===== config.mk =====
export PLATFORM = sky130hd
export DESIGN_NAME = mem_access_unit
export DESIGN_NICKNAME = d
export VERILOG_FILES = /design/src/rtl/mem_access_unit.sv
export SDC_FILE = /design/constraint.sdc
export NUM_CORES = 1
export LEC_CHECK = 0
export CORE_UTILIZATION = 35
export CTS_CLUSTER_SIZE = 14
export DETAILED_ROUTE_END_ITERATION = 7
export GPL_TIMING_DRIVEN = 0
export PLACE_DENSITY = 0.69
export SETUP_SLACK_MARGIN = 0.02
export SLEW_MARGIN = 20
export SYNTH_ARGS = -nofsm -noshare
export SYNTH_HDL_FRONTEND = slang
export SYNTH_SLANG_ARGS = --single-unit

===== constraint.sdc =====
create_clock -name clk -period 6.5 [get_ports clk]
set_input_delay 1.3 -clock clk [delete_from_list [all_inputs] [get_ports clk]]
set_output_delay 1.3 -clock clk [all_outputs]
set_load 0.02 [all_outputs]

===== src/rtl/mem_access_unit.sv =====
// Load/store/fetch memory access unit: one outstanding request, lane steering and load extension.
// Optional build macro MEM_ACCESS_UNIT_MISALIGN_TRAP_EN answers misaligned requests without touching memory.
module mem_access_unit #(
  parameter int unsigned XLEN   = 32,
  parameter int unsigned ADDR_W = 32
) (
  input  logic              clk,
  input  logic              reset,
  input  logic              req_valid,
  output logic              req_ready,
  input  logic              req_is_fetch,
  input  logic              req_write,
  input  logic [2:0]        req_funct3,
  input  logic [ADDR_W-1:0] req_addr,
  input  logic [XLEN-1:0]   req_wdata,
  output logic              rsp_valid,
  output logic              rsp_is_fetch,
  output logic              rsp_misaligned,
  output logic [XLEN-1:0]   rsp_data,
  output logic              mem_req,
  input  logic              mem_gnt,
  output logic              mem_we,
  output logic [ADDR_W-1:0] mem_addr,
  output logic [XLEN/8-1:0] mem_be,
  output logic [XLEN-1:0]   mem_wdata,
  input  logic              mem_rvalid,
  input  logic [XLEN-1:0]   mem_rdata
);

  localparam int unsigned NB    = XLEN / 8;
  localparam int unsigned OFF_W = $clog2(NB);

  typedef enum logic [1:0] {IDLE, CMD, WAIT_R, RESP} state_t;

  state_t            state_q, state_d;
  logic [ADDR_W-1:0] addr_q;
  logic [XLEN-1:0]   wdata_q;
  logic [XLEN-1:0]   rdata_q;
  logic [2:0]        funct3_q;
  logic              write_q;
  logic              fetch_q;
  logic              mis_rsp;

  // Request decode: fetch is a word access; size code 11 is treated as word.
  logic [1:0]        size_in;
  logic              half_in;
  logic              word_in;
  logic [ADDR_W-1:0] addr_fix;

  assign size_in = req_is_fetch ? 2'b10 : req_funct3[1:0];
  assign half_in = (size_in == 2'b01);
  assign word_in = size_in[1];

  always_comb begin
    addr_fix = req_addr;
    if (half_in) addr_fix[0] = 1'b0;
    if (word_in) addr_fix[1:0] = 2'b00;
  end

`ifdef MEM_ACCESS_UNIT_MISALIGN_TRAP_EN
  logic mis_in;
  logic mis_q;
  assign mis_in  = (half_in & req_addr[0]) | (word_in & (req_addr[1:0] != 2'b00));
  assign mis_rsp = mis_q;
`else
  assign mis_rsp = 1'b0;
`endif

  // State register
  always_ff @(posedge clk or posedge reset) begin
    if (reset) state_q <= IDLE;
    else       state_q <= state_d;
  end

  // Next-state logic
  always_comb begin
    state_d = state_q;
    case (state_q)
      IDLE: begin
        if (req_valid) begin
`ifdef MEM_ACCESS_UNIT_MISALIGN_TRAP_EN
          state_d = mis_in ? RESP : CMD;
`else
          state_d = CMD;
`endif
        end
      end
      CMD:     if (mem_gnt) state_d = write_q ? RESP : WAIT_R;
      WAIT_R:  if (mem_rvalid) state_d = RESP;
      RESP:    state_d = IDLE;
      default: state_d = IDLE;
    endcase
  end

  // Request capture in IDLE, read data capture in WAIT_R
  always_ff @(posedge clk or posedge reset) begin
    if (reset) begin
      addr_q   <= '0;
      wdata_q  <= '0;
      rdata_q  <= '0;
      funct3_q <= '0;
      write_q  <= 1'b0;
      fetch_q  <= 1'b0;
`ifdef MEM_ACCESS_UNIT_MISALIGN_TRAP_EN
      mis_q    <= 1'b0;
`endif
    end else begin
      if (state_q == IDLE && req_valid) begin
        addr_q   <= addr_fix;
        wdata_q  <= req_wdata;
        funct3_q <= req_is_fetch ? 3'b010 : req_funct3;
        write_q  <= req_write & ~req_is_fetch;
        fetch_q  <= req_is_fetch;
`ifdef MEM_ACCESS_UNIT_MISALIGN_TRAP_EN
        mis_q    <= mis_in;
`endif
      end
      if (state_q == WAIT_R && mem_rvalid) rdata_q <= mem_rdata;
    end
  end

  // Lane steering for the command and the returned word
  logic [NB-1:0]    size_mask;
  logic [NB-1:0]    be_lane;
  logic [XLEN-1:0]  wdata_rep;
  logic [OFF_W+2:0] lane_sh;
  logic [XLEN-1:0]  lane;

  always_comb begin
    size_mask = NB'(15);
    wdata_rep = {(XLEN/32){wdata_q[31:0]}};
    case (funct3_q[1:0])
      2'b00: begin
        size_mask = NB'(1);
        wdata_rep = {NB{wdata_q[7:0]}};
      end
      2'b01: begin
        size_mask = NB'(3);
        wdata_rep = {(XLEN/16){wdata_q[15:0]}};
      end
      default: ;
    endcase
  end

  assign be_lane = size_mask << addr_q[OFF_W-1:0];
  assign lane_sh = {addr_q[OFF_W-1:0], 3'b000};
  assign lane    = rdata_q >> lane_sh;

  // Output decode from registered state and fields
  always_comb begin
    req_ready      = 1'b0;
    rsp_valid      = 1'b0;
    rsp_is_fetch   = 1'b0;
    rsp_misaligned = 1'b0;
    rsp_data       = '0;
    mem_req        = 1'b0;
    mem_we         = 1'b0;
    mem_addr       = '0;
    mem_be         = '0;
    mem_wdata      = '0;
    case (state_q)
      IDLE: req_ready = 1'b1;
      CMD: begin
        mem_req   = 1'b1;
        mem_we    = write_q;
        mem_addr  = {addr_q[ADDR_W-1:OFF_W], OFF_W'(0)};
        mem_be    = be_lane;
        mem_wdata = wdata_rep;
      end
      RESP: begin
        rsp_valid      = 1'b1;
        rsp_is_fetch   = fetch_q;
        rsp_misaligned = mis_rsp;
        if (!write_q && !mis_rsp) begin
          case (funct3_q)
            3'b000:  rsp_data = XLEN'(signed'(lane[7:0]));
            3'b001:  rsp_data = XLEN'(signed'(lane[15:0]));
            3'b100:  rsp_data = XLEN'(lane[7:0]);
            3'b101:  rsp_data = XLEN'(lane[15:0]);
            3'b110:  rsp_data = XLEN'(lane[31:0]);
            default: rsp_data = XLEN'(signed'(lane[31:0]));
          endcase
        end
      end
      default: ;
    endcase
  end

endmodule


; Word level (Yosys, flattened, before mapping)
; Index checks and enable logic that the tools add are counted.
[totals]
reg_bits = 103
inputBits = 106
out_inout_bits = 106
word_cells = 50
[classes]
n_eq_ne = 11
n_shift = 2
n_mux = 22
bitwise_logic = 2
n_reduce_logical = 6
[op_table]
columns = op, n
row1 = 32-bit two-way mux, 4
row2 = 32-bit case mux with 4 select lines, 1
row3 = 32-bit case mux with 2 select lines, 1
row4 = 32-bit by 5-bit right shift with 32-bit output, 1
row5 = 2-bit two-way mux, 5
row6 = 2-bit case mux with 4 select lines, 1
row7 = 4-bit case mux with 2 select lines, 1
row8 = 1-bit two-way mux, 7
row9 = 2-bit by 1-bit equality test with 1-bit output (second input constant), 3
row10 = 3-bit equality test (second input constant), 2
row11 = 2-bit inequality test (second input constant), 3
row12 = 2-bit equality test (second input constant), 2
row13 = 2-bit zero test, 2
row14 = 4-bit two-way mux, 1
row15 = 4-bit by 2-bit left shift with 4-bit output, 1
row16 = 3-bit by 1-bit equality test with 1-bit output (second input constant), 1
row17 = 3-bit zero test, 1
row18 = 3-bit two-way mux, 1
row19 = 3-bit AND reduction, 1
row20 = 1-bit logical AND, 2
row21 = 1-bit AND, 1
row22 = 1-bit inverter, 1

; Depth between registers and ports, before layout
[depth]
word_depth = 4
ltp_mapped = 7
depth_no_buf = 6

; Worst setup path before layout
; Ideal clock, no wire load.
[synth_timing]
path_type = reg-to-output
startpoint = reg state_q[0]
endpoint = out rsp_data[21]
arrival_ps = 1730
required_time_ps = 5200
path_slack_ps = 3470
stages_incl_launch_ff = 6
n_path_buf = 1
cell_sequence = dfrtp_1 > ha_1 > nand2b_1 > or3_1 > clkbuf_1 > o21ai_1
[synth_between]
elab_chain_len = 2
[synth_rtl]
columns = element, line_no
row1 = from (decl), 35  ; state_t state_q, state_d;
row2 = from (signal assigned), 72  ; else state_q <= state_d;
row3 = 2-bit equality test, 161  ; case (state_q)
row4 = 32-bit two-way mux, 161
row5 = to (decl), 19  ; output logic [XLEN-1:0] rsp_data,
; Every way passes these cells.

; Final worst setup path
[layout_timing]
startpoint = reg state_q[1]
endpoint = out mem_wdata[31]
[layout_between]
elab_chain_len = 2
[layout_rtl]
columns = element, line_no
row1 = 2-bit by 1-bit equality test with 1-bit output, 161
row2 = 32-bit two-way mux, 161
row3 = to (decl), 25  ; output logic [XLEN-1:0] mem_wdata,
; Every way passes these cells.

==> out/qor.yml <==
period_needed_ns: 4.11
synth_edf_count: 0
r2r_setup_slack_ns: 4.56
holdBufCountCts: 0
synth_area_um2: 5480
cts_made_buffers: 9
grt_max_degree: 75
criticalPathCategory: "reg -> out"
cts.sinks: 103
diodes: 0
synth_seq_cells: 103
synthTopCellsByArea: "dfrtp_1 47%, mux2_2 21%, mux2i_1 4.9%, and2_1 4.6%, a211oi_1 3.3%"
cap_violations: 0
initial_core_util_pct: 35.9
pin_count: 212
seq_area_frac_synth_pct: 47.0
cp-end-kind: "output pin"
cp-start-kind: "register"
grt_pass1_wl_um: 25800
nets: 836
htreeDepth: 3
worst_pin_slew_ns: 0.760
syn2layout_area_growth_pct: 48.8
crit_fanout: 10
drtPass1Iterations: 4
synthTopCellsByCount: "104 x mux2_2, 103 x dfrtp_1, 44 x nor2_1, 40 x and2_1, 38 x nand2_1"
crit_start: "state_q[1]"
fin_crit_sh_pct: 63.3
clock.fmax_mhz: 243
cp.arrival_ns: 2.81
dp.final_hpwl_um: 12500
yosys.cell_count.top_type: "mux2_2"
core-area_um2: 15300
worstRegToRegCells: 6
antenna_found_initial: 0
clk_pin_slew_ns: 0.07
post_drt_wl_per_cell_um: 17.6
drt-total-wl_um: 16600
hold_path_end: "addr_q[28]"
hold_path_class: "reg -> reg"
io_buffers: 208
rsz0062_at_grt: "false"
drc: 0
yosysWarnings: 0
worstPathRequired_ns: 5.20
crit_chain: "inv_1, ha_1, inv_1, clkbuf_1, clkbuf_1, nor2_1, clkdlybuf4s50_1"
dp_slack_ns: 2.74
cpPeakStageDelay_ns: 0.57
grt_pass1_vias: 4825
synth_top_area_cell: "dfrtp_1"
cts_max_path_buffers: 2
finalSetupTns_ns: 0
netlist.area_leader.share_pct: 47.0
r2r_start: "state_q[0]"
holdWs_ns: 0.501
drtIter0Drc: 234
ant_nets: 0
power.density_nw_per_um2: 493
clockRootBuffer: "clkbuf_16"
worstHoldStart: "addr_q[28]"
grt_overflow_total: 0
track_usage_pct: 20.9
fin_ws_ns: 2.39
finalSetupViolCount: 0
cts_tree: "yes"
finalPower_w: 0.00402
yosys.cell_types.count: 32
whs_path_depth: 1
clk-insertion-delay-late_ns: 0.35
slew_headroom_pct: 49.4
dieArea_um2: 16200
synth_flop_cell: "dfrtp_1"
vdd.ir_drop.worst_uv: 230
die-height_um: 127
ctsResizeCount: 0
reg2reg_to: "wdata_q[1]"
leakage_nw: 3.32
cts_setup_buffers: 0
clock_skew_ns: 0.00533
slowest_stage: "clkdlybuf4s50_1"
die_x_um: 127
syn-instance-count: 504
drive_above_1_share_pct: 21.2
syn_area_per_cell_um2: 10.9
slew_viol_final: 0
dr_total_vias: 4675
status: "finished clean"
vias_per_cell: 4.96
synth-async-reset-ratio_pct: 100
finalHoldViolations: 0
gp_congestion: 0.851
rows: 45
## worst max-delay path by stage
stage	endpoint	slack, ns	depth (start not counted)
3_5_place_dp	mem_wdata[31]	2.74	7
2_1_floorplan	addr_q[0]	2.50	1
3_3_place_gp	rdata_q[26]	0.87	2
5_1_grt	mem_wdata[15]	2.19	7
6_report	mem_wdata[31]	2.39	7
4_1_cts	mem_wdata[31]	2.35	7
## layout by cell type (no fill, tap or decap), drive strengths merged
master,netlist,routed
nor2,45,45
dfrtp,103,103
conb,1,3
nor3,4,4
ha,4,4
clkinvlp,0,2
clkinv,0,1
nand2b,5,5
nor2b,10,10
and2,40,40
o21ai,22,22
inv,6,10
or4b,1,1
a22o,1,1
nor4bb,1,1
clkdlybuf4s50,0,208
o31ai,2,2
buf,31,32
clkbuf,11,20
o221ai,1,1
nand2,38,38
nand3b,1,1
or3,1,1
mux2i,27,27
mux2,104,104
or2,1,1
a211oi,24,24
a221oi,1,1
a21oi,19,19
## flip-flops by register name (all words and copies together), names as in the netlist
name and flops:
state_q 2, funct3_q 3, fetch_q 1, rdata_q 32, wdata_q 32, addr_q 32, write_q 1
## power breakdown
group          switching (W)  internal [W]
clock network       0.000268      0.000269
logic                0.00115       0.00113
registers           0.000234      0.000969
## area by class of cell
cell class	count	area [µm²]
multi-input cells	355	2670
inverters	6	27.5
clock buffers	9	225
clock inverters	7	63.8
fillers	1339	7100
flip-flops and latches	103	2580
well taps	211	264
plain buffers	42	223
repair buffers	209	2110
## critical path: cells and delay by family (launching register included)
family                   cells  cell delay [ns]
AND/OR/NAND/NOR              1             0.13
adder cells (fa/ha/maj)      1             0.25
buffers and inverters        5             1.67
flip-flops                   1             0.41
## cells by family (layout without fill, tap and decap cells)
group                    Yosys count  in the layout  synth area share, %
other                              1              3               0.0684
multiplexers                     131            131                 26.3
AO/OA/AOI/OAI                     70             70                 8.17
adder cells (fa/ha/maj)            4              4                0.913
flip-flops                       103            103                 47.0
buffers and inverters             48            273                 4.47
AND/OR/NAND/NOR                  147            147                 13.1
## per-stage QoR
step                utilization [%]  cells  instance area, µm²
global route                   53.5    942                8160
detailed placement             51.6    926                7870
floorplan                         -    506                5490
finish                         53.5    942                8160
CTS                            53.5    942                8160
global placement               51.4    925                7840
## per-layer routing
metal  share of wire, %  GRT usage (%)  vias to the layer above
met3                7.5           5.32                       26
met4                2.1           7.98                        0
li1                   -              -                     2184
met5                  0              0                        -
met2                 48           34.7                      183
met1                 42           26.3                     2282
Note: power is estimated with default switching activity, not from simulation.
